### src/rtl/uart_rx_deser.sv
// rtl/uart_rx_deser.sv - 8N1 UART receive deserializer with valid/ready holding register
//
// Purpose:
//   Samples the asynchronous uart_rx line on sysclk, recovers 8N1 frames
//   (LSB first) using mid-bit sampling, and presents each good byte in a
//   single-entry holding register. Framing errors and overruns are reported
//   as one-cycle pulses.
//
// Optional feature (macro UART_RX_PARITY_EN):
//   Adds an even-parity bit between the data bits and the stop bit, and the
//   parity_err output pulse that accompanies delivery of a byte whose parity
//   bit did not match.
//
// Ports:
//   sysclk     in   system clock, rising edge
//   rst        in   asynchronous active-high reset
//   uart_rx    in   raw serial line, idle high, asynchronous to sysclk
//   rx_ready   in   consumer accepts rx_data when rx_valid & rx_ready
//   rx_data    out  [7:0] received byte, stable while rx_valid and not accepted
//   rx_valid   out  holding register full
//   frame_err  out  one-cycle pulse: stop bit sampled low
//   overrun    out  one-cycle pulse: byte completed while holding register full
//   busy       out  receiver is not idle
//   parity_err out  one-cycle pulse with delivery on parity mismatch (UART_RX_PARITY_EN only)

module uart_rx_deser #(
  parameter int CLK_FREQ = 12000000,
  parameter int BAUD     = 115200
) (
  input  logic       sysclk,
  input  logic       rst,
  input  logic       uart_rx,
  input  logic       rx_ready,
  output logic [7:0] rx_data,
  output logic       rx_valid,
  output logic       frame_err,
  output logic       overrun,
`ifdef UART_RX_PARITY_EN
  output logic       parity_err,
`endif
  output logic       busy
);

  localparam int CLKS_PER_BIT = CLK_FREQ / BAUD;
  localparam int CW           = $clog2(CLKS_PER_BIT);
  localparam logic [CW-1:0] HALF_LOAD = CW'(CLKS_PER_BIT / 2 - 1);
  localparam logic [CW-1:0] FULL_LOAD = CW'(CLKS_PER_BIT - 1);

  typedef enum logic [2:0] {
    S_IDLE,
    S_START,
    S_DATA,
`ifdef UART_RX_PARITY_EN
    S_PARITY,
`endif
    S_STOP
  } state_t;

  state_t        state_q;
  logic          rx_meta_q;
  logic          rx_s_q;
  logic [CW-1:0] cnt_q;
  logic [2:0]    bit_idx_q;
  logic [7:0]    shift_q;
  logic          rearm_q;
  logic          stop_seen_q;
  logic          stop_bit_q;
  logic [7:0]    rx_data_q;
  logic          rx_valid_q;
  logic          frame_err_q;
  logic          overrun_q;
`ifdef UART_RX_PARITY_EN
  logic          parity_bad_q;
  logic          parity_err_q;
`endif

  always_ff @(posedge sysclk or posedge rst) begin
    if (rst) begin
      state_q      <= S_IDLE;
      rx_meta_q    <= 1'b1;
      rx_s_q       <= 1'b1;
      cnt_q        <= '0;
      bit_idx_q    <= '0;
      shift_q      <= '0;
      rearm_q      <= 1'b1;
      stop_seen_q  <= 1'b0;
      stop_bit_q   <= 1'b0;
      rx_data_q    <= '0;
      rx_valid_q   <= 1'b0;
      frame_err_q  <= 1'b0;
      overrun_q    <= 1'b0;
`ifdef UART_RX_PARITY_EN
      parity_bad_q <= 1'b0;
      parity_err_q <= 1'b0;
`endif
    end else begin
      rx_meta_q   <= uart_rx;
      rx_s_q      <= rx_meta_q;
      frame_err_q <= 1'b0;
      overrun_q   <= 1'b0;
`ifdef UART_RX_PARITY_EN
      parity_err_q <= 1'b0;
`endif
      // Consumer handshake; a delivery later in this block overrides the clear.
      if (rx_valid_q && rx_ready) begin
        rx_valid_q <= 1'b0;
      end

      case (state_q)
        S_IDLE: begin
          // After a break the line must be seen high before a new start is accepted.
          if (rx_s_q) begin
            rearm_q <= 1'b1;
          end else if (rearm_q) begin
            state_q <= S_START;
            cnt_q   <= HALF_LOAD;
          end
        end

        S_START: begin
          if (cnt_q != '0) begin
            cnt_q <= cnt_q - 1'b1;
          end else if (!rx_s_q) begin
            state_q   <= S_DATA;
            bit_idx_q <= '0;
            cnt_q     <= FULL_LOAD;
          end else begin
            state_q <= S_IDLE;
          end
        end

        S_DATA: begin
          if (cnt_q != '0) begin
            cnt_q <= cnt_q - 1'b1;
          end else begin
            shift_q   <= {rx_s_q, shift_q[7:1]};
            cnt_q     <= FULL_LOAD;
            bit_idx_q <= bit_idx_q + 1'b1;
            if (bit_idx_q == 3'd7) begin
`ifdef UART_RX_PARITY_EN
              state_q <= S_PARITY;
`else
              state_q <= S_STOP;
`endif
            end
          end
        end

`ifdef UART_RX_PARITY_EN
        S_PARITY: begin
          if (cnt_q != '0) begin
            cnt_q <= cnt_q - 1'b1;
          end else begin
            // Even parity: data bits plus parity bit must XOR to zero.
            parity_bad_q <= ^{rx_s_q, shift_q};
            cnt_q        <= FULL_LOAD;
            state_q      <= S_STOP;
          end
        end
`endif

        S_STOP: begin
          // Sample the stop bit, then resolve delivery on the following cycle.
          if (!stop_seen_q) begin
            if (cnt_q != '0) begin
              cnt_q <= cnt_q - 1'b1;
            end else begin
              stop_seen_q <= 1'b1;
              stop_bit_q  <= rx_s_q;
            end
          end else begin
            stop_seen_q <= 1'b0;
            state_q     <= S_IDLE;
            if (stop_bit_q) begin
              if (!rx_valid_q || rx_ready) begin
                rx_data_q  <= shift_q;
                rx_valid_q <= 1'b1;
`ifdef UART_RX_PARITY_EN
                parity_err_q <= parity_bad_q;
`endif
              end else begin
                overrun_q <= 1'b1;
              end
            end else begin
              frame_err_q <= 1'b1;
              rearm_q     <= 1'b0;
            end
          end
        end

        default: state_q <= S_IDLE;
      endcase
    end
  end

  assign rx_data   = rx_data_q;
  assign rx_valid  = rx_valid_q;
  assign frame_err = frame_err_q;
  assign overrun   = overrun_q;
  assign busy      = (state_q != S_IDLE);
`ifdef UART_RX_PARITY_EN
  assign parity_err = parity_err_q;
`endif

endmodule

### config.mk
export PLATFORM = sky130hd
export DESIGN_NAME = uart_rx_deser
export DESIGN_NICKNAME = d
export VERILOG_FILES = /design/src/rtl/uart_rx_deser.sv
export SDC_FILE = /design/constraint.sdc
export NUM_CORES = 1
export LEC_CHECK = 0
export ABC_AREA = 1
export BUFFER_PORTS_ARGS = -buffer_cell sky130_fd_sc_hd__clkbuf_2
export CAP_MARGIN = 10
export CORE_AREA = 2 2 64 66
export DETAILED_ROUTE_END_ITERATION = 10
export DIE_AREA = 0 0 66 68
export PLACE_DENSITY = 0.7
export SLEW_MARGIN = 30
export SYNTH_ARGS = -nofsm -noshare
export SYNTH_HDL_FRONTEND = slang
export SYNTH_SLANG_ARGS = --single-unit
### constraint.sdc
create_clock -name sysclk -period 1.5 [get_ports sysclk]
set_clock_uncertainty 0.05 [all_clocks]
set_input_delay 0.3 -clock sysclk [delete_from_list [all_inputs] [get_ports sysclk]]
set_output_delay 0.3 -clock sysclk [all_outputs]
set_load 0.05 [all_outputs]
==> results.tsv <==
stage	metric	value	unit
run_status	status	finished, violations left	
run_status	failing checks	setup timing	
yosys	Syn Area/Cell	8.73	sq um
yosys	Synth area leader	dfrtp_1	
worst_setup_path	Crit path max-delay family	buffers and inverters	
sta	Final setup viols	17	
global_route	Most Crowded Layer GR	met2	
route	Detail Route Antenna Nets	0	
global_route	GR Util All Layers	19.2	%
route	first-pass detailed-route iteration total	4	
floorplan	Die Area	4490	sq um
final_layout	most common cell after layout, fill and taps aside	nand2_1	
global_route	met3 usage	4.93	%
floorplan	Die W	66	microns
cts	clock buffer depth	2	
pwr	Net Sw Frac	40.4	%
floorplan	site row count	23	
final_layout	commonest non-fill, non-tap cells in the layout	45 x nand2_1, 32 x dfrtp_1, 23 x buf_4	
pwr	combinational group share of total power	53.2	%
cts	CTS tree	built	
final_layout	Final Non-Filler Cells	314	
worst_hold_path	WHS Path Cells	1	
cts	CTS Root Cell	clkbuf_8	
sta	Tmin final	1.66	ns
global_route	met2 Use GR	31.9	%
sta	worst slew pin tran	0.270	ns
sta	Rel. slew slack	81.9	%
worst_hold_path	Tightest Hold Check Type	in2reg	
final_layout	layout cell share with drive strength beyond 1	40.2	%
yosys	Yosys top cell area share	45.0	%
place	Final HPWL DP	2440	microns
yosys	Distinct cells, synth	28	
worst_setup_path	crit path max fanout	4	
route	total wire length	4140	microns
worst_setup_path	Setup crit end kind	output pin	
pwr	power share of the clock group	19.1	%
global_route	number of global-route vias before repair	1463	
worst_setup_path	slowest stage cell, crit path	dfrtp_1	
cts	worst-skew pair later-pin latency	0.29	ns
pwr	internal power	2.67	mW
final_layout	antenna cells	0	
yosys	synth top area cells	dfrtp_1 45%, nand2_1 11%, o21ai_0 7.4%	
place	Placed Area	2090	sq um
worst_setup_path	Worst R2R Start	state_q[1]	
sta	final hold vios	0	
worst_setup_path	WP data arrival	1.31	ns
job	max cap viols	0	
route	Remaining DRCs	0	
worst_setup_path	Worst R2R Path Depth	11	
global_route	met1 Use GR	24.2	%
global_route	pin count of the biggest net entering global routing	37	
pwr	PwrDens	1770	nW/um^2
yosys	Cells after Synth	210	
global_route	initial antenna violation count	0	
place	port buffer count	15	
route	drt first-iter violations	118	
place	Cell Count Post-Placement	288	
worst_hold_path	Hold Path Origin	uart_rx	
global_route	first-pass GRT wire length	6480	microns
place	dpl ws	-0.129	ns
worst_hold_path	Hold Path Sink	rx_meta_q	
pwr	Seq pwr share	27.7	%
sta	RSZ-0062 raised after global routing	yes	
cts	Worst-path clk slew	0.08	ns
floorplan	# IOs	16	
final_layout	Area Growth Syn to Fin	38.1	%
worst_setup_path	Crit Path Class	reg2out	
pwr	Worst VDD drop	1030	uV
yosys	fraction of registers with async set or reset after synthesis	100	%
worst_setup_path	CP max stage delay	0.41	ns
cts	CTS Buf Count	5	
yosys	Post-synth EDFFs	0	
yosys	Ys Warns	0	
worst_setup_path	reg-to-reg endpoint	cnt_q[6]	
worst_setup_path	Critical path buffers and inverters	4	
global_route	GRT Residual Overflow	0	
worst_setup_path	crit-path cells	inv_2 -> ha_4 -> inv_4 -> buf_6 -> clkbuf_16	
route	via count	1540	
yosys	sequential cell area fraction in the yosys report	49.3	%
route	drt via density	4.90	
worst_setup_path	crit start category	flip-flop	
pwr	NetSw	1.81	mW
floorplan	core area	3860	sq um
sta	Final Max Slew Viols	0	
yosys	Net Count, Synth	222	
yosys	Primary FF master, synth	dfrtp_1	
worst_setup_path	r2r setup slk	-0.12	ns
sta	Tcrit/Tclk final	111	%
yosys	Synth Register Bits	36	
final_layout	fill cell count	295	
place	GPL Wtd Cong	0.886	
final_layout	fin nets	275	
pwr	PnR Total Power	4.48	mW
pwr	Leak	1.26	nW
worst_setup_path	Critical Path RT	1.15	ns
final_layout	final instance area	2530	sq um
cts	CTS Sinks	36	
route	WL/cell	13.2	microns
cts	htree depth	2	
sta	Final WS setup	-0.162	ns
sta	max frequency	0.602	GHz
yosys	synthesized area	1830	sq um
floorplan	Die Y	68	microns
floorplan	Starting Density	47.6	%
-- worst max path at each step --
stage	end	slack [ns]	from	cells after the start
2_1_floorplan	cnt_q[0]	0.004	state_q[1]	8
3_3_place_gp	cnt_q[4]	-0.12	state_q[0]	7
3_5_place_dp	cnt_q[1]	-0.13	state_q[0]	6
4_1_cts	cnt_q[3]	-0.15	state_q[0]	9
5_1_grt	cnt_q[3]	-0.23	state_q[1]	11
6_report	busy	-0.16	state_q[1]	5
-- flip-flops by register name (all words and copies together), names as in the netlist --
signal and cells:
frame_err 1, rx_data 8, stop_bit_q 1, shift_q 8, rx_meta_q 1, overrun 1
cnt_q 7, stop_seen_q 1, rx_s_q 1, rx_valid 1, bit_idx_q 3, state_q 2
rearm_q 1
-- synthesized netlist by cell type, types with 2 or more instances --
library cell  number
dfrtp_1           33
dfstp_2            3
ha_1               8
inv_1             27
inv_2              4
nand2_1           52
nand3_1           17
nand4_1            4
nor2_1            10
nor2_2             2
nor2_4             4
o21a_1             2
o21ai_0           27
o21ai_1            2
o21bai_1           2
-- what timing repair did --
item                                    CTS  global route
gates cloned                              3             1
hold buffers                              1             0
setup buffers                             7             6
endpoints found under the setup margin   21            32
resized for setup                        19            35
pin swaps                                 8            20
hold endpoints to repair                 33             0
-- final cells by class --
cell class | instances | area (sq um) | share of cell area [%]
multi-input cells | 144 | 970 | 38.3
flip-flops and latches | 36 | 906 | 35.8
repair buffers | 45 | 363 | 14.3
inverters | 31 | 121 | 4.79
clock buffers | 5 | 68.8 | 2.72
well taps | 50 | 62.6 | 2.47
clock inverters | 3 | 42.5 | 1.68
-- power groups by stage --
stage	Sequential (mW)	Clock [mW]	Combinational [mW]
final	1.24	0.855	2.39
after floorplan	1.23	0	1.16
after global placement	1.24	0	1.65
after detailed placement	1.24	0	1.67
after global routing	1.26	0.911	2.62
after CTS	1.24	0.866	2.05
-- cell families (layout without fill, tap and decap cells) --
kind of cell | Yosys count | after routing | synth area share (%)
flip-flops | 36 | 36 | 49.3
adder cells (fa/ha/maj) | 8 | 8 | 5.46
AO/OA/AOI/OAI | 36 | 36 | 10.8
buffers and inverters | 34 | 84 | 7.98
XOR/XNOR | 2 | 2 | 0.955
AND/OR/NAND/NOR | 94 | 98 | 25.5
-- stage by stage --
| step | util, % | hold slack, ns | setup TNS, ns |
|---|---|---|---|
| after floorplan | - | 0.254 | 0 |
| after global placement | 54.3 | 0.297 | -0.740 |
| after detailed placement | 54.3 | 0.297 | -0.732 |
| after CTS | 61.5 | 0.0299 | -1.35 |
| after global routing | 65.7 | 0.0295 | -2.89 |
| final | 65.7 | 0.0405 | -1.10 |
-- metal layers --
layer	routed length (microns)	share of wire (%)	up-vias
met5	0	0	-
met2	2060	50	26
met4	64	1.5	0
li1	-	-	782
met1	1930	46	728
met3	92	2.2	4
No activity file was read; power rests on OpenSTA's default activity.
